$ cat config.mk
export PLATFORM = sky130hd
export DESIGN_NAME = mem_arbiter_flat
export DESIGN_NICKNAME = d
export VERILOG_FILES = /design/src/rtl/mem_arbiter_if.sv /design/src/rtl/mem_arbiter.sv /design/src/flat_wrapper.sv
export SDC_FILE = /design/constraint.sdc
export NUM_CORES = 1
export LEC_CHECK = 0
export CORE_MARGIN = 5
export CORE_UTILIZATION = 34
export CTS_CLUSTER_SIZE = 40
export DETAILED_ROUTE_END_ITERATION = 12
export PLACE_DENSITY_LB_ADDON = 0.12
export SYNTH_ARGS = -nofsm -noshare
export SYNTH_HDL_FRONTEND = slang
export SYNTH_SLANG_ARGS = --single-unit
export TNS_END_PERCENT = 5
$ cat constraint.sdc
create_clock -name clk -period 10.8 [get_ports clk]
set_input_delay 1.08 -clock clk [delete_from_list [all_inputs] [get_ports clk]]
set_output_delay 1.08 -clock clk [all_outputs]
set_load 0.005 [all_outputs]
$ cat src/rtl/mem_arbiter_if.sv
// Bundle for mem_arbiter: fetch port, data port and the shared memory port.
// slave  : seen from the arbiter.
// master : seen from the environment driving requests and the memory.
interface mem_arbiter_if #(
  parameter int AW = 32,
  parameter int DW = 32
);
  // fetch port
  logic          i_req;
  logic [AW-1:0] i_addr;
  logic          i_ack;
  logic [DW-1:0] i_rdata;
  // data port
  logic          d_req;
  logic          d_we;
  logic [AW-1:0] d_addr;
  logic [DW-1:0] d_wdata;
  logic          d_ack;
  logic [DW-1:0] d_rdata;
  // shared memory port
  logic          m_req;
  logic          m_we;
  logic [AW-1:0] m_addr;
  logic [DW-1:0] m_wdata;
  logic          m_ack;
  logic [DW-1:0] m_rdata;
  // sticky timeout flag
  logic          err;

  modport slave (
    input  i_req, i_addr, d_req, d_we, d_addr, d_wdata, m_ack, m_rdata,
    output i_ack, i_rdata, d_ack, d_rdata, m_req, m_we, m_addr, m_wdata, err
  );

  modport master (
    output i_req, i_addr, d_req, d_we, d_addr, d_wdata, m_ack, m_rdata,
    input  i_ack, i_rdata, d_ack, d_rdata, m_req, m_we, m_addr, m_wdata, err
  );
endinterface

$ cat src/rtl/mem_arbiter.sv
// mem_arbiter: shares one single-port memory between a fetch requester and a
// data requester. One transaction at a time: IDLE -> BUSY -> RESP -> IDLE.
// A BUSY phase without m_ack for TIMEOUT_CYC cycles completes with zero data
// and sets the sticky err flag.
// Optional feature macro: MEM_ARB_ROUND_ROBIN_EN -- when defined, a tie
// between fetch and data goes to the port not granted last; otherwise data
// always wins a tie.
module mem_arbiter #(
  parameter int AW          = 32,
  parameter int DW          = 32,
  parameter int TIMEOUT_CYC = 255
) (
  input  logic          clk,
  input  logic          rst,
  mem_arbiter_if.slave  bus
);

  localparam logic [15:0] TO_LIM = 16'(TIMEOUT_CYC);

  typedef enum logic [1:0] {IDLE, BUSY, RESP} state_t;

  state_t        state_q, state_d;
  logic          win_data_q, win_data_d;    // 1: data port owns the transaction
  logic          last_data_q, last_data_d;  // 1: last grant went to data
  logic [AW-1:0] addr_q, addr_d;
  logic          we_q, we_d;
  logic [DW-1:0] wdata_q, wdata_d;
  logic [DW-1:0] i_rdata_q, i_rdata_d;
  logic [DW-1:0] d_rdata_q, d_rdata_d;
  logic [15:0]   cnt_q, cnt_d;
  logic          err_q, err_d;

  logic          any_req;
  logic          tie_to_data;
  logic          pick_data;
  logic          fin;
  logic [DW-1:0] rsp;

  // Arbitration: who gets the grant if a request is taken this cycle.
  always_comb begin
    any_req = bus.i_req | bus.d_req;
`ifdef MEM_ARB_ROUND_ROBIN_EN
    tie_to_data = ~last_data_q;
`else
    tie_to_data = 1'b1;
`endif
    pick_data = bus.d_req & (~bus.i_req | tie_to_data);
  end

  // Next-state and datapath updates for the three-state transaction FSM.
  always_comb begin
    state_d     = state_q;
    win_data_d  = win_data_q;
    last_data_d = last_data_q;
    addr_d      = addr_q;
    we_d        = we_q;
    wdata_d     = wdata_q;
    i_rdata_d   = i_rdata_q;
    d_rdata_d   = d_rdata_q;
    cnt_d       = cnt_q;
    err_d       = err_q;
    fin         = 1'b0;
    rsp         = '0;
    case (state_q)
      IDLE: begin
        if (any_req) begin
          win_data_d  = pick_data;
          last_data_d = pick_data;
          addr_d      = pick_data ? bus.d_addr : bus.i_addr;
          we_d        = pick_data & bus.d_we;
          // fetches never write; keep the bus quiet with zero write data
          wdata_d     = pick_data ? bus.d_wdata : '0;
          cnt_d       = '0;
          state_d     = BUSY;
        end
      end
      BUSY: begin
        if (bus.m_ack) begin
          fin = 1'b1;
          rsp = we_q ? '0 : bus.m_rdata;
        end else begin
          cnt_d = cnt_q + 16'd1;
          if (cnt_q + 16'd1 == TO_LIM) begin
            fin   = 1'b1;
            err_d = 1'b1;
          end
        end
        if (fin) begin
          state_d = RESP;
          if (win_data_q) d_rdata_d = rsp;
          else            i_rdata_d = rsp;
        end
      end
      RESP: begin
        // requests are not looked at here; the ack pulse is this cycle
        state_d = IDLE;
      end
      default: state_d = IDLE;
    endcase
  end

  // State and datapath registers; reset abandons any transaction in flight.
  always_ff @(posedge clk or posedge rst) begin
    if (rst) begin
      state_q     <= IDLE;
      win_data_q  <= 1'b0;
      last_data_q <= 1'b0;
      addr_q      <= '0;
      we_q        <= 1'b0;
      wdata_q     <= '0;
      i_rdata_q   <= '0;
      d_rdata_q   <= '0;
      cnt_q       <= '0;
      err_q       <= 1'b0;
    end else begin
      state_q     <= state_d;
      win_data_q  <= win_data_d;
      last_data_q <= last_data_d;
      addr_q      <= addr_d;
      we_q        <= we_d;
      wdata_q     <= wdata_d;
      i_rdata_q   <= i_rdata_d;
      d_rdata_q   <= d_rdata_d;
      cnt_q       <= cnt_d;
      err_q       <= err_d;
    end
  end

  // Outputs decode straight from registered state, so they drop with reset.
  always_comb begin
    bus.m_req   = (state_q == BUSY);
    bus.m_we    = (state_q == BUSY) & we_q;
    bus.m_addr  = addr_q;
    bus.m_wdata = wdata_q;
    bus.i_ack   = (state_q == RESP) & ~win_data_q;
    bus.d_ack   = (state_q == RESP) &  win_data_q;
    bus.i_rdata = i_rdata_q;
    bus.d_rdata = d_rdata_q;
    bus.err     = err_q;
  end

endmodule
$ cat src/flat_wrapper.sv
// flat-port wrapper written by rule: the top's interface ports become plain ports
module mem_arbiter_flat 
#(
  parameter int AW          = 32,
  parameter int DW          = 32,
  parameter int TIMEOUT_CYC = 255
)
  (clk, rst, bus_i_req, bus_i_addr, bus_d_req, bus_d_we, bus_d_addr, bus_d_wdata, bus_m_ack, bus_m_rdata, bus_i_ack, bus_i_rdata, bus_d_ack, bus_d_rdata, bus_m_req, bus_m_we, bus_m_addr, bus_m_wdata, bus_err);
  mem_arbiter_if #(.AW(AW), .DW(DW)) bus_i ();
  input  logic clk;
  input  logic rst;
  input wire logic [$bits(bus_i.i_req)-1:0] bus_i_req;
  input wire logic [$bits(bus_i.i_addr)-1:0] bus_i_addr;
  input wire logic [$bits(bus_i.d_req)-1:0] bus_d_req;
  input wire logic [$bits(bus_i.d_we)-1:0] bus_d_we;
  input wire logic [$bits(bus_i.d_addr)-1:0] bus_d_addr;
  input wire logic [$bits(bus_i.d_wdata)-1:0] bus_d_wdata;
  input wire logic [$bits(bus_i.m_ack)-1:0] bus_m_ack;
  input wire logic [$bits(bus_i.m_rdata)-1:0] bus_m_rdata;
  output wire logic [$bits(bus_i.i_ack)-1:0] bus_i_ack;
  output wire logic [$bits(bus_i.i_rdata)-1:0] bus_i_rdata;
  output wire logic [$bits(bus_i.d_ack)-1:0] bus_d_ack;
  output wire logic [$bits(bus_i.d_rdata)-1:0] bus_d_rdata;
  output wire logic [$bits(bus_i.m_req)-1:0] bus_m_req;
  output wire logic [$bits(bus_i.m_we)-1:0] bus_m_we;
  output wire logic [$bits(bus_i.m_addr)-1:0] bus_m_addr;
  output wire logic [$bits(bus_i.m_wdata)-1:0] bus_m_wdata;
  output wire logic [$bits(bus_i.err)-1:0] bus_err;
  assign bus_i.i_req = bus_i_req;
  assign bus_i.i_addr = bus_i_addr;
  assign bus_i.d_req = bus_d_req;
  assign bus_i.d_we = bus_d_we;
  assign bus_i.d_addr = bus_d_addr;
  assign bus_i.d_wdata = bus_d_wdata;
  assign bus_i.m_ack = bus_m_ack;
  assign bus_i.m_rdata = bus_m_rdata;
  assign bus_i_ack = bus_i.i_ack;
  assign bus_i_rdata = bus_i.i_rdata;
  assign bus_d_ack = bus_i.d_ack;
  assign bus_d_rdata = bus_i.d_rdata;
  assign bus_m_req = bus_i.m_req;
  assign bus_m_we = bus_i.m_we;
  assign bus_m_addr = bus_i.m_addr;
  assign bus_m_wdata = bus_i.m_wdata;
  assign bus_err = bus_i.err;
  mem_arbiter #(.AW(AW), .DW(DW), .TIMEOUT_CYC(TIMEOUT_CYC)) u_core (.clk(clk), .rst(rst), .bus(bus_i));
endmodule
==> flow_summary.yaml, run 1 <==
critical_path:
  cp-endpoint: "u_core.bus.d_rdata[23]$_DFFE_PP0P_"
  ff2ff_path_depth: 7
  critPathBufInv: 1
  cp.depth: 7
  crit_arrival_ns: 3.82
  endpoint_kind: "flip-flop"
  worstPathRequired_ns: 11.15
  critPathMaxFanout: 55
  cp_slowest_cell: "buf_4"
  rr_startpoint: "u_core.cnt_q[0]$_DFFE_PP0P_"
  r2r_slack_ns: 7.34
  worstSetupStartpointType: "flip-flop"
  max_stage_delay_ns: 0.83
  worstSetupPathType: "flip-flop to flip-flop"
  reg2reg_to: "u_core.bus.d_rdata[23]$_DFFE_PP0P_"
  crit_path_cell_trace: "ha_1 > and3_1 > nand4_1 > xnor2_2 > buf_4 > o41ai_1 > nand3_1"
  crit_start: "u_core.cnt_q[0]$_DFFE_PP0P_"
  crit_family: "buffers and inverters"
global_routing:
  grt_pass1_wl_um: 45600
  grt_pass1_vias: 7913
  track_usage: 0.197
  gr-usage-met1: 0.268
  antenna_found_initial: 0
  grt_max_degree: 100
  gr-max-usage-layer: "met2"
  overflow: 0
  use_met2: 0.304
  use_met3: 0.0676
logic_synthesis:
  synth_edf_count: 0
  yosys_warnings: 0
  syn-instance-count: 922
  synth_fa_ha_area_frac: 0.00286
  synth-compound-area-share: 0.283
  synthMuxAreaShare: 0.0378
  synth-simple-area-share: 0.180
  ys_types: 50
  ys.flop_type: "dfrtp_1"
  netlist_area_um2: 8740
  synth_nets: 1058
  postSynthRegisterBits: 149
  synth_top_family_by_area: "compound AO/OA/AOI/OAI gates"
  synthArstFlopShare: 1.00
  yosysSeqAreaShare: 0.427
  synth_area_per_cell_um2: 9.47
  synthXorXnorAreaFrac: 0.00702
cells_and_area:
  layout_commonest_cell: "clkdlybuf4s50_1"
  instances_no_fill: 1459
  nets: 1252
  multiInputGateArea_um2: 4540
  drive_gt1_frac: 0.100
  syn_to_final_growth_pct: 38.2
  fillCellCount: 2441
  antenna-diode-count: 0
  final_cell_mix: "264 x clkdlybuf4s50_1, 149 x dfrtp_1, 76 x nand2_1"
  final_core_util: 0.478
  regArea_um2: 3730
route:
  drt_wl_total_um: 29000
  postRouteAntennaNets: 0
  drc: 0
  vias_per_cell: 5.43
  vias: 7922
  wl_per_cell_um: 19.9
  drt_iter0_markers: 573
  dr.pass1.iters: 5
floorplanning:
  coreArea_um2: 25300
  die_area_um2: 29000
  start_util: 0.346
  num_io_pins: 267
  num_rows: 58
  dieWidth_um: 170
  die_h_um: 170
clocking:
  cts_tree: "done"
  clockRootBuffer: "clkbuf_16"
  cts_htree_levels: 4
  cts_buffers: 17
  cts_hold_buf: 0
  clk_path_buf_depth: 2
  post_cts_resized: 0
  path_clk_slew_ns: 0.07
  worst_skew_pair.late_latency_ns: 0.42
  cts_setup_buffers: 0
  clock_sinks: 149
placed_design:
  dp.cells: 1427
  dp_slack_ns: 7.18
  port_buffers: 266
  place_hpwl_um: 18300
  place.gp.congestion: 0.816
timing:
  maxSlewViolCount: 0
  post-route-min-period_ns: 3.46
  worst_pin_slew_ns: 1.11
  finalSetupViolCount: 0
  finalHoldViolations: 0
  rsz0062_at_grt: "no"
  clock_skew_ns: 0.0134
  fmax_mhz: 289
  finalCritPeriodShare: 0.321
  maxSlewHeadroom: 0.258
  tns_ns: 0
  setup_slack_ns: 7.34
power:
  power.total_uw: 2670
  p_leak_uw: 0.00477
  max-vdd-ir-drop_uv: 94.4
  power.density_nw_per_um2: 221
hold_path:
  hold_class: "flip-flop to flip-flop"
  hp-start: "u_core.bus.m_addr[6]$_DFFE_PP0P_"
flow_run:
  maxCapViolCount: 0
outcome:
  run_status: "finished clean"
==> sequential cells by signal, summed over array words and instances, names as in the netlist <==
name and count:
u_core.win_data_q 1, u_core.bus.d_rdata 32, u_core.bus.m_wdata 32, u_core.we_q 1
u_core.bus.i_rdata 32, u_core.bus.err 1, u_core.cnt_q 16, u_core.bus.m_addr 32
u_core.state_q 2
==> worst min path at each step <==
stage | slack (ns) | cells past startpoint | end
floorplan | 0.47 | 1 | u_core.bus.err$_DFFE_PP0P_
global placement | 0.46 | 2 | u_core.bus.m_addr[22]$_DFFE_PP0P_
detailed placement | 0.47 | 2 | u_core.bus.m_addr[6]$_DFFE_PP0P_
CTS | 0.49 | 2 | u_core.bus.m_addr[6]$_DFFE_PP0P_
global route | 0.51 | 2 | u_core.bus.m_addr[22]$_DFFE_PP0P_
finish | 0.48 | 2 | u_core.bus.m_addr[6]$_DFFE_PP0P_
==> Yosys cell counts, drive strengths merged, types with 7 or more instances <==
| master | instances | area share |
|---|---|---|
| a21oi | 69 | 0.040 |
| a22o | 35 | 0.035 |
| and2b | 9 | 0.0077 |
| buf | 40 | 0.030 |
| clkbuf | 61 | 0.027 |
| dfrtp | 149 | 0.43 |
| mux2i | 33 | 0.038 |
| nand2 | 77 | 0.033 |
| nand3 | 71 | 0.041 |
| nand4 | 7 | 0.0050 |
| nor2 | 72 | 0.031 |
| nor2b | 56 | 0.040 |
| o21ai | 53 | 0.030 |
| o31ai | 66 | 0.057 |
| o41ai | 66 | 0.11 |
==> final cells by class <==
type	instances	area share
tap	330	0.0342
clock inverter	15	0.0150
inverter	5	0.00197
multi-input combinational	663	0.376
clock buffer	17	0.0352
timing repair buffer	280	0.228
sequential	149	0.309
==> tightest hold or removal path, stage by stage (launching register included) <==
cell	delay [ns]
dfrtp_1	0.34
nand2_1	0.05
o21ai_0	0.06
==> per-layer routing <==
layer  vias up  share of wire
met5         -              0
met4         0         0.0098
met3        18          0.090
met2       272           0.46
met1      3828           0.44
li1       3804              -
==> through the flow <==
stage / area, um^2 / hold WS (ns)
4_1_cts: 12100 / 0.486
2_1_floorplan: 8740 / 0.466
6_report: 12100 / 0.481
3_3_place_gp: 11500 / 0.459
3_5_place_dp: 11500 / 0.469
5_1_grt: 12100 / 0.511
==> kinds of logic after synthesis <==
kind of cell / Yosys count
AO/OA/AOI/OAI: 303
AND/OR/NAND/NOR: 318
adder cells (fa/ha/maj): 2
XOR/XNOR: 7
multiplexers: 33
buffers and inverters: 110
flip-flops: 149
==> power breakdown <==
part	leakage (uW)	total, uW	internal (uW)	switching, uW
Clock	0.000296	607	315	292
Combinational	0.00274	1140	632	508
Sequential	0.00173	928	770	158
Total	0.00477	2670	1720	958
(Power assumes the default switching activity.)
==> inputs of run 2 (changes only) <==
==> constraint.sdc (replaced) <==
create_clock -name clk -period 3.4 [get_ports clk]
set_input_delay 0.34 -clock clk [delete_from_list [all_inputs] [get_ports clk]]
set_output_delay 0.34 -clock clk [all_outputs]
set_load 0.005 [all_outputs]
==> flow_summary.yaml, run 2 (synthesis results as in run 1) <==
timing:
  post-route-min-period_ns: 2.82
  rsz0062_at_grt: "no"
  worst_pin_slew_ns: 0.936
  tns_ns: 0
  fmax_mhz: 355
  finalHoldViolations: 0
  setup_slack_ns: 0.580
  finalCritPeriodShare: 0.829
  clock_skew_ns: 0.0118
  maxSlewHeadroom: 0.376
  finalSetupViolCount: 0
  maxSlewViolCount: 0
floorplanning:
  dieWidth_um: 170
  num_rows: 58
  num_io_pins: 267
  die_h_um: 170
  start_util: 0.346
  die_area_um2: 29000
  coreArea_um2: 25300
clocking:
  clockRootBuffer: "clkbuf_16"
  cts_htree_levels: 4
  cts_buffers: 17
  post_cts_resized: 0
  cts_tree: "done"
  cts_setup_buffers: 0
  worst_skew_pair.late_latency_ns: 0.43
  clock_sinks: 149
  cts_hold_buf: 0
  path_clk_slew_ns: 0.07
  clk_path_buf_depth: 2
critical_path:
  ff2ff_path_depth: 7
  worstPathRequired_ns: 3.68
  crit_start: "u_core.cnt_q[0]$_DFFE_PP0P_"
  crit_arrival_ns: 3.10
  critPathMaxFanout: 22
  endpoint_kind: "flip-flop"
  worstSetupPathType: "flip-flop to flip-flop"
  rr_startpoint: "u_core.cnt_q[0]$_DFFE_PP0P_"
  reg2reg_to: "u_core.bus.d_rdata[18]$_DFFE_PP0P_"
  worstSetupStartpointType: "flip-flop"
  r2r_slack_ns: 0.58
route:
  drt_wl_total_um: 29100
  dr.pass1.iters: 5
  drc: 0
  postRouteAntennaNets: 0
  vias: 7834
  vias_per_cell: 5.33
  wl_per_cell_um: 19.8
  drt_iter0_markers: 496
global_routing:
  track_usage: 0.200
  grt_pass1_wl_um: 46300
  overflow: 0
  grt_max_degree: 100
  antenna_found_initial: 0
  grt_pass1_vias: 7990
power:
  max-vdd-ir-drop_uv: 370
  pwr-share-seq: 0.345
  clockPowerShare: 0.228
  power_frac_comb: 0.428
  switching_share: 0.347
  power.density_nw_per_um2: 700
  p_sw_uw: 2960
  p_leak_uw: 0.00483
  internal_power_uw: 5580
cells_and_area:
  nets: 1264
  stdcell_area_um2: 12200
  antenna-diode-count: 0
  drive_gt1_frac: 0.109
  syn_to_final_growth_pct: 39.7
  final_cell_mix: "264 x clkdlybuf4s50_1, 149 x dfrtp_1, 76 x nand2_1"
  layout_commonest_cell: "clkdlybuf4s50_1"
outcome:
  run_status: "finished clean"
placed_design:
  place_hpwl_um: 19300
  place.gp.congestion: 0.784
  dpl-instance-area_um2: 11600
  port_buffers: 266
  dp_slack_ns: 0.556
hold_path:
  hold_class: "primary input to async pin"
flow_run:
  maxCapViolCount: 0
-- run 2: how the worst max path moves through the flow --
stage,to,slack [ns],depth (start not counted)
final,u_core.bus.d_rdata[18]$_DFFE_PP0P_,0.58,7
after global routing,u_core.bus.d_rdata[18]$_DFFE_PP0P_,0.32,7
after CTS,u_core.bus.d_rdata[31]$_DFFE_PP0P_,0.57,7
after detailed placement,u_core.bus.i_rdata[0]$_DFFE_PP0P_,0.56,7
after global placement,u_core.bus.i_rdata[10]$_DFFE_PP0P_,0.65,7
after floorplan,u_core.bus.d_rdata[10]$_DFFE_PP0P_,1.15,10
-- run 2: layout make-up --
cell class / instances / area (um^2)
multi-input combinational: 663 / 4540
timing repair buffer: 292 / 2900
tap: 330 / 413
sequential: 149 / 3730
inverter: 5 / 22.5
clock buffer: 18 / 429
fill: 2426 / 13100
clock inverter: 14 / 165
-- run 2: metrics by stage --
step | hold WS, ns | cells | utilization | total power [uW]
final | 0.329 | 1471 | 0.483 | 8540
after global placement | 0.460 | 1439 | 0.460 | 6670
after CTS | 0.339 | 1471 | 0.483 | 8670
after floorplan | 0.466 | 922 | - | 4610
after detailed placement | 0.470 | 1439 | 0.460 | 6680
after global routing | 0.368 | 1471 | 0.483 | 9200
-- run 2: layer usage --
layer  share of wire  GRT usage
met5               0          0
met2            0.45      0.305
met1            0.45      0.277
met4           0.013     0.0503
met3           0.085     0.0625
-- run 2: power groups by stage --
stage / sequential, uW / combinational [uW] / clock (uW)
finish: 2950 / 3650 / 1940
global route: 3050 / 4060 / 2090
global placement: 2960 / 3710 / 0
floorplan: 2900 / 1710 / 0
detailed placement: 2940 / 3730 / 0
CTS: 2950 / 3720 / 2000
-- run 2: critical path: stages, from the launching register on --
cell,delay (ns)
dfrtp_1,0.50
ha_1,0.38
and3_1,0.36
and3_1,0.32
a31oi_4,0.37
buf_4,0.34
o41ai_1,0.29
nand3_1,0.11
==> inputs of run 3 (changes only) <==
==> constraint.sdc (replaced) <==
create_clock -name clk -period 2.45 [get_ports clk]
set_input_delay 0.245 -clock clk [delete_from_list [all_inputs] [get_ports clk]]
set_output_delay 0.245 -clock clk [all_outputs]
set_load 0.005 [all_outputs]
==> flow_summary.yaml, run 3 (synthesis results as in run 1) <==
route:
  dr.pass1.iters: 5
  wl_per_cell_um: 19.8
  drt_wl_total_um: 29500
  vias: 7975
  drt_iter0_markers: 663
  drc: 0
  postRouteAntennaNets: 0
  vias_per_cell: 5.37
clocking:
  path_clk_slew_ns: 0.07
  cts_htree_levels: 4
  clockRootBuffer: "clkbuf_16"
  post_cts_resized: 0
  cts_setup_buffers: 0
  cts_hold_buf: 0
  cts_tree: "done"
  clock_sinks: 149
  worst_skew_pair.late_latency_ns: 0.43
  clk_path_buf_depth: 2
  cts_buffers: 17
cells_and_area:
  syn_to_final_growth_pct: 42.7
  final_core_util: 0.494
  nets: 1278
  antenna-diode-count: 0
  final_cell_mix: "264 x clkdlybuf4s50_1, 149 x dfrtp_1, 76 x nand2_1"
  layout_commonest_cell: "clkdlybuf4s50_1"
  drive_gt1_frac: 0.121
floorplanning:
  dieWidth_um: 170
  num_rows: 58
  num_io_pins: 267
  coreArea_um2: 25300
  start_util: 0.346
  die_h_um: 170
  die_area_um2: 29000
timing:
  tns_ns: 0
  timing.hold.ws_ns: 0.318
  finalHoldViolations: 0
  maxSlewHeadroom: 0.399
  maxSlewViolCount: 0
  fmax_mhz: 449
  finalSetupViolCount: 0
  clock_skew_ns: 0.0130
  post-route-min-period_ns: 2.23
  rsz0062_at_grt: "no"
  finalCritPeriodShare: 0.910
  worst_pin_slew_ns: 0.902
power:
  p_leak_uw: 0.00496
  power.total_uw: 12000
  max-vdd-ir-drop_uv: 498
  power.density_nw_per_um2: 961
critical_path:
  critPathMaxFanout: 19
  worstSetupPathType: "flip-flop to flip-flop"
  worstSetupStartpointType: "flip-flop"
  crit_start: "u_core.cnt_q[0]$_DFFE_PP0P_"
  rr_startpoint: "u_core.cnt_q[0]$_DFFE_PP0P_"
  worstPathRequired_ns: 2.75
  endpoint_kind: "flip-flop"
  crit_arrival_ns: 2.53
global_routing:
  overflow: 0
  grt_pass1_wl_um: 46300
  grt_max_degree: 100
  antenna_found_initial: 0
  track_usage: 0.200
  grt_pass1_vias: 8057
placed_design:
  port_buffers: 266
  place.gp.congestion: 0.808
  place_hpwl_um: 19900
outcome:
  run_status: "finished clean"
hold_path:
  hold_class: "primary input to async pin"
flow_run:
  maxCapViolCount: 0
==> run 3: critical path, stage by stage (launching register included) <==
cell and delay, ns:
dfrtp_1 0.42, ha_1 0.18, and3_1 0.33, nand4_1 0.20, xnor2_2 0.23, buf_4 0.28, o41ai_2 0.37, nand3_1 0.10
==> run 3: metrics by stage <==
stage	worst slack [ns]	area (um^2)	instances
after detailed placement	0.227	11900	1453
after global placement	0.276	11900	1453
after floorplan	0.197	8740	922
after global routing	0.0407	12500	1485
final	0.221	12500	1485
after CTS	0.235	12500	1485
==> run 3: path summary, 6_finish.rpt <==
check	slack, ns	cells past startpoint	endpoint
max in group asynchronous	1.48	3	u_core.bus.m_wdata[4]$_DFFE_PP0P_
max reg2reg	0.22	7	u_core.bus.d_rdata[7]$_DFFE_PP0P_
min	0.32	2	u_core.bus.m_wdata[20]$_DFFE_PP0P_
max	0.22	7	u_core.bus.d_rdata[7]$_DFFE_PP0P_
min reg2reg	0.48	2	u_core.bus.m_addr[10]$_DFFE_PP0P_
min in group clk	0.33	3	u_core.bus.m_addr[31]$_DFFE_PP0P_
==> run 3: area by class of cell <==
| class | instances | area (um^2) |
|---|---|---|
| fillers | 2482 | 12800 |
| multi-input cells | 663 | 4550 |
| flip-flops and latches | 149 | 3730 |
| repair buffers | 306 | 3170 |
| clock buffers | 18 | 439 |
| well taps | 330 | 413 |
| clock inverters | 14 | 153 |
| inverters | 5 | 22.5 |
==> run 3: layer usage <==
layer	GRT usage	up-vias	part of all wire
met4	0.0427	0	0.0097
met1	0.272	3834	0.44
li1	-	3848	-
met3	0.0604	23	0.081
met5	0	-	0
met2	0.318	270	0.47
==> run 3: where the power goes <==
part,total (uW),switching [uW],internal (uW)
Clock,2710,1230,1480
Combinational,5210,2310,2900
Sequential,4070,675,3390
Total,12000,4210,7780
